$ cat src/rtl/ex_pkg.sv
// Shared constants for the EX-stage multiply/divide unit: default widths, op encodings, FSM states.
package ex_pkg;
  localparam int XLEN_DEF  = 32;
  localparam int CNT_W_DEF = 6;

  localparam logic [2:0] OP_MUL   = 3'd0;
  localparam logic [2:0] OP_MULHU = 3'd1;
  localparam logic [2:0] OP_DIV   = 3'd4;
  localparam logic [2:0] OP_DIVU  = 3'd5;
  localparam logic [2:0] OP_REM   = 3'd6;
  localparam logic [2:0] OP_REMU  = 3'd7;

  typedef enum logic [1:0] {
    ST_IDLE = 2'd0,
    ST_BUSY = 2'd1,
    ST_DONE = 2'd2
  } state_t;
endpackage

$ cat src/rtl/ex_muldiv_core.sv
// Radix-2 shift-add multiply / restoring divide datapath, one iteration per step.
// Next-state values are exposed so the final step's result can be captured on the same edge.
module ex_muldiv_core #(
  parameter int XLEN = 32
) (
  input  logic            clk,
  input  logic            rst_n,
  input  logic            load,
  input  logic            step,
  input  logic            is_div,
  input  logic [XLEN-1:0] opnd_in,
  input  logic [XLEN-1:0] lo_in,
  output logic [XLEN-1:0] acc_next,
  output logic [XLEN-1:0] lo_next
);
  logic [XLEN-1:0] acc;
  logic [XLEN-1:0] lo;
  logic [XLEN-1:0] opnd;
  logic [XLEN:0]   sum;
  logic [XLEN+1:0] diff;

  // mul: {acc,lo} shifts right, lo holds the multiplier; div: {acc,lo} shifts left, lo collects quotient bits
  always_comb begin
    sum  = {1'b0, acc} + (lo[0] ? {1'b0, opnd} : {(XLEN+1){1'b0}});
    diff = {1'b0, acc, lo[XLEN-1]} - {2'b00, opnd};
    if (is_div) begin
      acc_next = diff[XLEN+1] ? {acc[XLEN-2:0], lo[XLEN-1]} : diff[XLEN-1:0];
      lo_next  = {lo[XLEN-2:0], ~diff[XLEN+1]};
    end else begin
      acc_next = sum[XLEN:1];
      lo_next  = {sum[0], lo[XLEN-1:1]};
    end
  end

  always_ff @(posedge clk or negedge rst_n) begin
    if (!rst_n) begin
      acc  <= '0;
      lo   <= '0;
      opnd <= '0;
    end else if (load) begin
      acc  <= '0;
      lo   <= lo_in;
      opnd <= opnd_in;
    end else if (step) begin
      acc  <= acc_next;
      lo   <= lo_next;
    end
  end
endmodule

$ cat src/rtl/ex_muldiv_unit.sv
// EX-stage iterative mul/div: XLEN+1 cycles from accept to done_o, stall_o holds upstream meanwhile.
// MULDIV_FAST_ZERO_EN: zero operands (b==0, or a==0 for multiplies) complete one cycle after accept.
module ex_muldiv_unit
  import ex_pkg::*;
#(
  parameter int XLEN  = XLEN_DEF,
  parameter int CNT_W = CNT_W_DEF
) (
  input  logic            clk_i,
  input  logic            rst_i,
  input  logic            valid_i,
  input  logic            flush_i,
  input  logic [2:0]      op_i,
  input  logic [XLEN-1:0] RS1data_i,
  input  logic [XLEN-1:0] RS2data_i,
  output logic            stall_o,
  output logic            done_o,
  output logic [XLEN-1:0] result_o
);
  state_t          state, state_nxt;
  logic [CNT_W-1:0] cnt;
  logic [2:0]      op_q;
  logic            neg_q, neg_r;
  logic            accept, busy, last, fast_hit;
  logic            sdiv_in, a_neg, b_neg, b_zero;
  logic [XLEN-1:0] abs_a, abs_b, lo_in, opnd_in;
  logic [XLEN-1:0] acc_next, lo_next, quot, remd, final_res;

  assign busy    = (state == ST_BUSY);
  assign accept  = (state == ST_IDLE) & valid_i & ~flush_i;
  assign last    = (cnt == CNT_W'(XLEN-1));
  assign stall_o = accept | busy;
  assign done_o  = (state == ST_DONE);

  assign sdiv_in = op_i[2] & ~op_i[0];
  assign a_neg   = RS1data_i[XLEN-1];
  assign b_neg   = RS2data_i[XLEN-1];
  assign b_zero  = (RS2data_i == '0);
  assign abs_a   = (sdiv_in & a_neg) ? -RS1data_i : RS1data_i;
  assign abs_b   = (sdiv_in & b_neg) ? -RS2data_i : RS2data_i;
  assign lo_in   = op_i[2] ? abs_a : RS2data_i;
  assign opnd_in = op_i[2] ? abs_b : RS1data_i;

`ifdef MULDIV_FAST_ZERO_EN
  logic            fast_zero;
  logic [XLEN-1:0] fast_res;
  assign fast_zero = b_zero | (~|RS1data_i & ~op_i[2]);
  assign fast_res  = ~op_i[2] ? '0 : (op_i[1] ? RS1data_i : '1);
  assign fast_hit  = accept & fast_zero;
`else
  assign fast_hit  = 1'b0;
`endif

  ex_muldiv_core #(.XLEN(XLEN)) u_core (
    .clk      (clk_i),
    .rst_n    (rst_i),
    .load     (accept),
    .step     (busy),
    .is_div   (op_q[2]),
    .opnd_in  (opnd_in),
    .lo_in    (lo_in),
    .acc_next (acc_next),
    .lo_next  (lo_next)
  );

  // Sign fix on magnitudes; divide-by-zero never sets neg_q so the all-ones quotient survives
  assign quot = neg_q ? -lo_next : lo_next;
  assign remd = neg_r ? -acc_next : acc_next;

  always_comb begin
    case (op_q)
      OP_MULHU:        final_res = acc_next;
      OP_DIV, OP_DIVU: final_res = quot;
      OP_REM, OP_REMU: final_res = remd;
      default:         final_res = lo_next;
    endcase
  end

  always_comb begin
    state_nxt = state;
    case (state)
      ST_IDLE: if (accept) state_nxt = fast_hit ? ST_DONE : ST_BUSY;
      ST_BUSY: if (flush_i) state_nxt = ST_IDLE;
               else if (last) state_nxt = ST_DONE;
      default: state_nxt = ST_IDLE;
    endcase
  end

  always_ff @(posedge clk_i or negedge rst_i) begin
    if (!rst_i) begin
      state    <= ST_IDLE;
      cnt      <= '0;
      op_q     <= '0;
      neg_q    <= 1'b0;
      neg_r    <= 1'b0;
      result_o <= '0;
    end else begin
      state <= state_nxt;
      if (accept) begin
        cnt   <= '0;
        op_q  <= op_i;
        neg_q <= sdiv_in & (a_neg ^ b_neg) & ~b_zero;
        neg_r <= sdiv_in & a_neg;
      end else if (busy) begin
        cnt <= cnt + 1'b1;
      end
      if (busy & ~flush_i & last) begin
        result_o <= final_res;
      end
`ifdef MULDIV_FAST_ZERO_EN
      else if (fast_hit) begin
        result_o <= fast_res;
      end
`endif
    end
  end
endmodule

$ cat config.mk
export PLATFORM = sky130hd
export DESIGN_NAME = ex_muldiv_unit
export DESIGN_NICKNAME = d
export VERILOG_FILES = /design/src/rtl/ex_pkg.sv /design/src/rtl/ex_muldiv_core.sv /design/src/rtl/ex_muldiv_unit.sv
export SDC_FILE = /design/constraint.sdc
export NUM_CORES = 1
export LEC_CHECK = 0
export CORE_AREA = 2 2 199 201
export DETAILED_ROUTE_END_ITERATION = 10
export DIE_AREA = 0 0 201 203
export GPL_ROUTABILITY_DRIVEN = 0
export SYNTH_ARGS = -nofsm -noshare
export SYNTH_HDL_FRONTEND = slang
export SYNTH_HIERARCHICAL = 1
export SYNTH_SLANG_ARGS = --single-unit
$ cat constraint.sdc
create_clock -name clk_i -period 11.75 [get_ports clk_i]
set_input_delay 1.7625 -clock clk_i [delete_from_list [all_inputs] [get_ports clk_i]]
set_output_delay 1.7625 -clock clk_i [all_outputs]
set_load 0.1 [all_outputs]
==> results.ini <==
[floorplanning]
io_pins = 105
initial_core_util_pct = 39.8
die_h_um = 203
row_count = 72
die_x_um = 201
coreArea_mm2 = 0.0385
die_area_mm2 = 0.0408

[flow_run]
maxCapViolations = 0

[clocking]
clockBufferDepth = 2
cts.clk_slew.worst_paths_ns = 0.06
cts_made_buffers = 17
cts_setup_buffers = 0
postCtsHoldBufs = 0
clkLatencyLatePin_ns = 0.45
h-tree-depth = 4
post_cts_resized = 0
root_buffer = clkbuf_16
cts.sinks = 141
cts_tree = done

[grt]
grt_max_degree = 75
grt_pass1_wl_mm = 85.2
grt_usage_pct = 26.4
antenna_found_initial = 0
grt.overflow.total = 0
grt_pass1_vias = 15000

[placed_design]
placedCellCount = 2562
port-buffer-count = 104
dp_hpwl_mm = 41.2
dpl-instance-area_mm2 = 0.0166

[worst_hold_path]
hold_end = result_o[1]
hold_depth = 2
min_path_type = register to register
hp-start = result_o[1]

[worst_setup_path]
reg2reg_slack_ns = 5.69
cpMostUsedCell = o21ai_0
critPathMaxFanout = 18
critical_path.slowest_cell = a2111oi_4
cpPeakStageDelay_ns = 0.87
path_class = register to register
crit_start = u_core/acc[7]
cpLargestDelayFamily = compound AO/OA/AOI/OAI gates
cp.required_ns = 12.06
crit_path_end_kind = register
crit_path_cell_trace = ha_1 > a21oi_1 > o21ai_0 > or2_2 > o21a_4 > a2111oi_4 > nor2_2 > o211ai_1 > o21ai_0 > or3_1 > or4_4 > o21ai_0 > mux2_2 > a221oi_1 > nor3_1
r2r_start = u_core/acc[7]
r2r_end = result_o[15]
worstPathArrival_ns = 6.37
path_buf_inv = 0
startpoint_type = register
rr_worst_depth = 15

[layout]
fin_util_pct = 44.7
area_delta_synth_final_pct = 12.4
post-route-cell-area_mm2 = 0.0172
final_common_cell = nor2_1
nets = 2205
stdcell_count = 2594
final_cell_mix = 223 x nor2_1, 213 x nand2_1, 198 x a21oi_1, 182 x o21ai_0, 140 x dfrtp_1
fillers = 3913
drive_gt1_share_pct = 7.03
num_antenna_cells = 0

[timing]
fmax_mhz = 165
slew_headroom_pct = 22.2
fin_setup_tns_ns = 0
hold_violations = 0
setup_viol = 0
fin_crit_ns = 6.06
rsz0062_at_grt = false
fin_crit_sh_pct = 51.6
drv_slew = 0
hold_ws_ns = 0.484
worst_slew_pin_slew_ns = 1.17
finClkSkew_ns = 0.0129

[pwr]
power_frac_clock_pct = 12.8
p_leak_nw = 6.79
netSwitchingPower_w = 0.00243
combPwrFrac_pct = 69.7
switching_share_pct = 54.2
intPower_w = 0.00205
ir_worst_vdd_mv = 0.124
power.share.sequential_pct = 17.5
powerDensity_mw_per_mm2 = 261

[routing]
wl_per_cell_um = 21.0
num_vias = 15600
drt-total-wl_mm = 54.6
final_antenna_net_count = 0
dr.pass1.iters = 5
drtIter0Drc = 1524
vias_per_cell = 6.02
route.detailed.drc = 0

[synthesis]
syn_area_mm2 = 0.0153
syn_inst = 2049
synth_nets = 2191
avgSynthCellArea_um2 = 7.47
yosysTopAreaCell = dfrtp_1
synthArstFlopShare_pct = 100
ys_ff_latch = 141
synth_cell_type_count = 96
seq_area_frac_synth_pct = 23.1
synth_edf_count = 0
yosysTopAreaCellShare_pct = 23.1
ys.flop_type = dfrtp_1
ys_top_cells_by_area = dfrtp_1 23%, a21oi_1 6.5%, o21ai_0 6.0%, ha_1 5.6%, nor2_1 5.5%
yosysWarningCount = 6

[outcome]
status = complete, no violations

-- power by group through the flow --
stage	clock [W]	combinational, W	sequential (W)
floorplan	0	0.00228	0.000737
global placement	0	0.00301	0.000782
detailed placement	0	0.00305	0.000787
CTS	0.000582	0.00307	0.000779
global route	0.000603	0.00340	0.000805
finish	0.000576	0.00313	0.000783
-- cell families after synthesis --
group | after synthesis | share of synthesized area, %
fa+ha+maj | 71 | 5.90
compound gates | 660 | 28.2
simple gates | 732 | 22.8
xor+xnor | 148 | 8.47
flops | 141 | 23.1
mux | 90 | 6.16
buf+inv | 207 | 5.43
-- per-stage QoR --
| stage | total power, W | setup WS (ns) |
|---|---|---|
| finish | 0.00449 | 5.69 |
| global route | 0.00481 | 5.45 |
| CTS | 0.00443 | 5.78 |
| detailed placement | 0.00383 | 5.79 |
| global placement | 0.00379 | 5.79 |
| floorplan | 0.00301 | 6.80 |
-- worst max path at each step --
stage | cells past startpoint | to | slack, ns
floorplan | 3 | stall_o | 6.80
global route | 15 | result_o[16] | 5.45
global placement | 4 | stall_o | 5.79
CTS | 4 | stall_o | 5.78
detailed placement | 4 | stall_o | 5.79
finish | 15 | result_o[15] | 5.69
-- registers in the layout, summed over array words and instances, names as in the netlist --
name,cells
neg_r,1
result_o,32
u_core/acc,32
neg_q,1
op_q,3
state,2
cnt,6
u_core/opnd,32
u_core/lo,32
-- area by class of cell --
type                            count  area, um2  share of cell area, %
Clock buffer                       17        425                   2.47
Clock inverter                     15        181                   1.05
Inverter                           83        315                   1.83
Multi-Input combinational cell   1701      10900                   63.6
Sequential cell                   141       3530                   20.5
Tap cell                          518        648                   3.77
Timing Repair Buffer              119       1150                   6.70
-- Yosys cell counts (5+ instances only) --
cell type    n
o211ai_1    21
dfrtp_1    141
or4_1       14
nor2_1     223
nor2b_1     19
inv_1       82
o41ai_1     13
nor4_1      13
a22oi_1      8
mux2i_1     56
clkbuf_1    93
a211o_1      7
and2_1      42
buf_1       13
nor3_1      51
ha_1        69
xnor2_1     89
a21o_1      22
a21boi_0     8
buf_2       13
o21ai_0    182
nand3_1     31
o22ai_1     11
o41ai_2      6
a21oi_1    198
o31ai_1     27
nand3b_1     6
nand2_1    213
a31oi_1     23
nand4_1     12
and3_1      11
or2_2       14
and4_1       5
a221oi_1     6
xor2_1      59
mux2_2      34
nand2b_1    27
o21a_1      14
a211oi_1    21
or3_1       31
o32ai_1      9
a311oi_1    11
-- worst register-to-register path: stages, from the launching register on --
cell,delay (ns)
dfrtp_1,0.41
ha_1,0.38
a21oi_1,0.17
o21ai_0,0.17
or2_2,0.35
o21a_4,0.24
a2111oi_4,0.87
nor2_2,0.42
o211ai_1,0.33
o21ai_0,0.37
or3_1,0.53
or4_4,0.67
o21ai_0,0.21
mux2_2,0.35
a221oi_1,0.34
nor3_1,0.11
-- per-layer routing --
metal  track usage, %  routed length [um]
met1             35.8               24100
met3             3.88                3840
met5                0                   0
met4             13.3                2650
met2             41.0               24000
Power figures use the tool's default switching activity.
==> edit (same flow settings) <==
Make the reset (`rst_i` and `rst_n`) synchronous in 2 clocked blocks.
--- a/src/rtl/ex_muldiv_core.sv
+++ b/src/rtl/ex_muldiv_core.sv
@@ -34,3 +34,3 @@
 
-  always_ff @(posedge clk or negedge rst_n) begin
+  always_ff @(posedge clk) begin
     if (!rst_n) begin
--- a/src/rtl/ex_muldiv_unit.sv
+++ b/src/rtl/ex_muldiv_unit.sv
@@ -88,3 +88,3 @@
 
-  always_ff @(posedge clk_i or negedge rst_i) begin
+  always_ff @(posedge clk_i) begin
     if (!rst_i) begin
Behaviour: differs if rst_i is asserted again (counterexample within 4 cycles, from zero or initial values and one cycle with rst_i low); with rst_i held inactive, the same outputs for 10 cycles.
==> edit against the unedited design <==
Fmax is 2.4% lower; synthesized area is 2.8% lower; setup slack worse by 0.15 ns; routed wire length is 4.1% higher; design area is 1.5% lower; count of clock-buffer cells in the layout is 2 higher; sequential cell count stayed put; largest cell class unchanged.
Power is not compared: it rests on default switching activity, and its combinational part moved more than twofold at a synthesized area within 25%.
==> edit: results (changes against the unedited design) <==
status=complete, no violations (unchanged); unique cell type count in the Yosys netlist=83 (was 96); R2R setup slack=5.74 ns (was 5.69 ns); clock slew at reported path FFs=0.06 ns (about the same); post-CTS sizing=0 (unchanged); Tmin final=6.21 ns (was 6.06 ns); Worst Setup EP=stall_o (was result_o[15]); DP HPWL=42,600 um (was 41,200 um); Inserted Clock Buffers=17 (unchanged); Avg Vias per Cell=6.15 (was 6.02); PortBufs=104 (unchanged); vias in the first global route=15.3k (was 15.0k); post-layout net count=2,266 (was 2,205); syn_nets=2,239 (was 2,191); global-route wire length before repair=86,900 um (was 85,200 um); gr usage total=27.2% (was 26.4%); htree depth=4 (unchanged); CP Launch Point=flush_i (was u_core/acc[7]); drt wl/cell=21.4 um (was 21.0 um); TritonRoute pass-1 iters=6 (was 5); cell area after placement=16,300 um^2 (was 16,600 um^2); share of layout cells above drive strength 1=6.69% (was 7.03%); largest net degree at the start of global routing=77 (was 75); initial DRC count=1,539 (was 1,524); Clock Skews=0.0144 ns (was 0.0129 ns); root buffer cell=clkbuf_16 (unchanged); CP Max Fanout=32 (was 18); synth warn=6 (unchanged); post-route DRC violation count=0 (unchanged); Hold Crit Class=register to register (unchanged); leakage=0.00656 uW; path depth of the worst reg2reg path=17 (was 15); Area contributors post-synth=dfxtp_1, nor2_1, a21oi_1 (was dfrtp_1, a21oi_1, o21ai_0); Post-synth ARST share=0% (was 100%); initial antenna violation count=0 (unchanged); most frequent cells after synthesis=nor2_1, nand2_1, a21oi_1 (unchanged); RR Endpoint=result_o[31] (was result_o[15]); reg2reg start=u_core/opnd[9] (was u_core/acc[7]); sequential fraction of the synthesis area=19.0% (was 23.1%); dpl ws=5.53 ns (was 5.79 ns); Post-CTS Repair Setup Buffers=0 (unchanged); crit path DAT=4.45 ns (was 6.37 ns); Max transition margin=13.1% (was 22.2%)
-- edit: worst min-delay path by stage --
stage / startpoint / end / slack [ns] / cells past startpoint
after floorplan: cnt[5] / cnt[5] / 0.47 / 2
after global placement: result_o[28] / result_o[28] / 0.45 / 1
after detailed placement: result_o[28] / result_o[28] / 0.46 / 1
after CTS: result_o[28] / result_o[28] / 0.47 / 1
after global routing: result_o[28] / result_o[28] / 0.49 / 1
final: result_o[28] / result_o[28] / 0.47 / 1
-- edit: metrics by stage --
stage          hold WS [ns]  cells  total power [uW]
2_1_floorplan         0.466   2097               982
3_3_place_gp          0.453   2623              1180
3_5_place_dp          0.462   2623              1190
4_1_cts               0.472   2655              1790
5_1_grt               0.488   2655              1870
6_report              0.466   2655              1800
-- edit: power by group --
part	total [uW]	internal [uW]	switching [uW]
logic	674	242	431
clock network	600	351	249
registers	524	499	24.8
-- edit: final cells by class --
class	count	area [um^2]
clock inverters	13	175
fillers	3906	21500
well taps	518	648
clock buffers	19	453
multi-input cells	1750	11300
flip-flops and latches	141	2830
inverters	79	298
repair buffers	135	1270
-- edit: layer usage --
layer	GRT usage (%)	vias to the layer above	part of all wire [%]
li1	-	7632	-
met1	35.4	7742	43
met2	42.6	778	43
met3	4.96	163	8.4
met4	15.0	0	5.3
met5	0	-	0
-- edit: critical path: stages --
cell and delay [ns]:
clkdlybuf4s50_1 0.57, inv_1 0.09, nand3_1 0.23, clkinv_2 0.40, or2_2 0.41, clkdlybuf4s50_1 0.97
-- edit: logic make-up after synthesis --
| kind of cell | Yosys count | share of synthesized area [%] |
|---|---|---|
| DFF | 141 | 19.0 |
| and+or+nand+nor | 804 | 26.3 |
| xor gates and xnor gates | 141 | 8.30 |
| buffers and inverters | 206 | 5.41 |
| adders and majority gates | 71 | 6.07 |
| muxes | 104 | 7.33 |
| AOI/OAI and AO/OA | 630 | 27.7 |
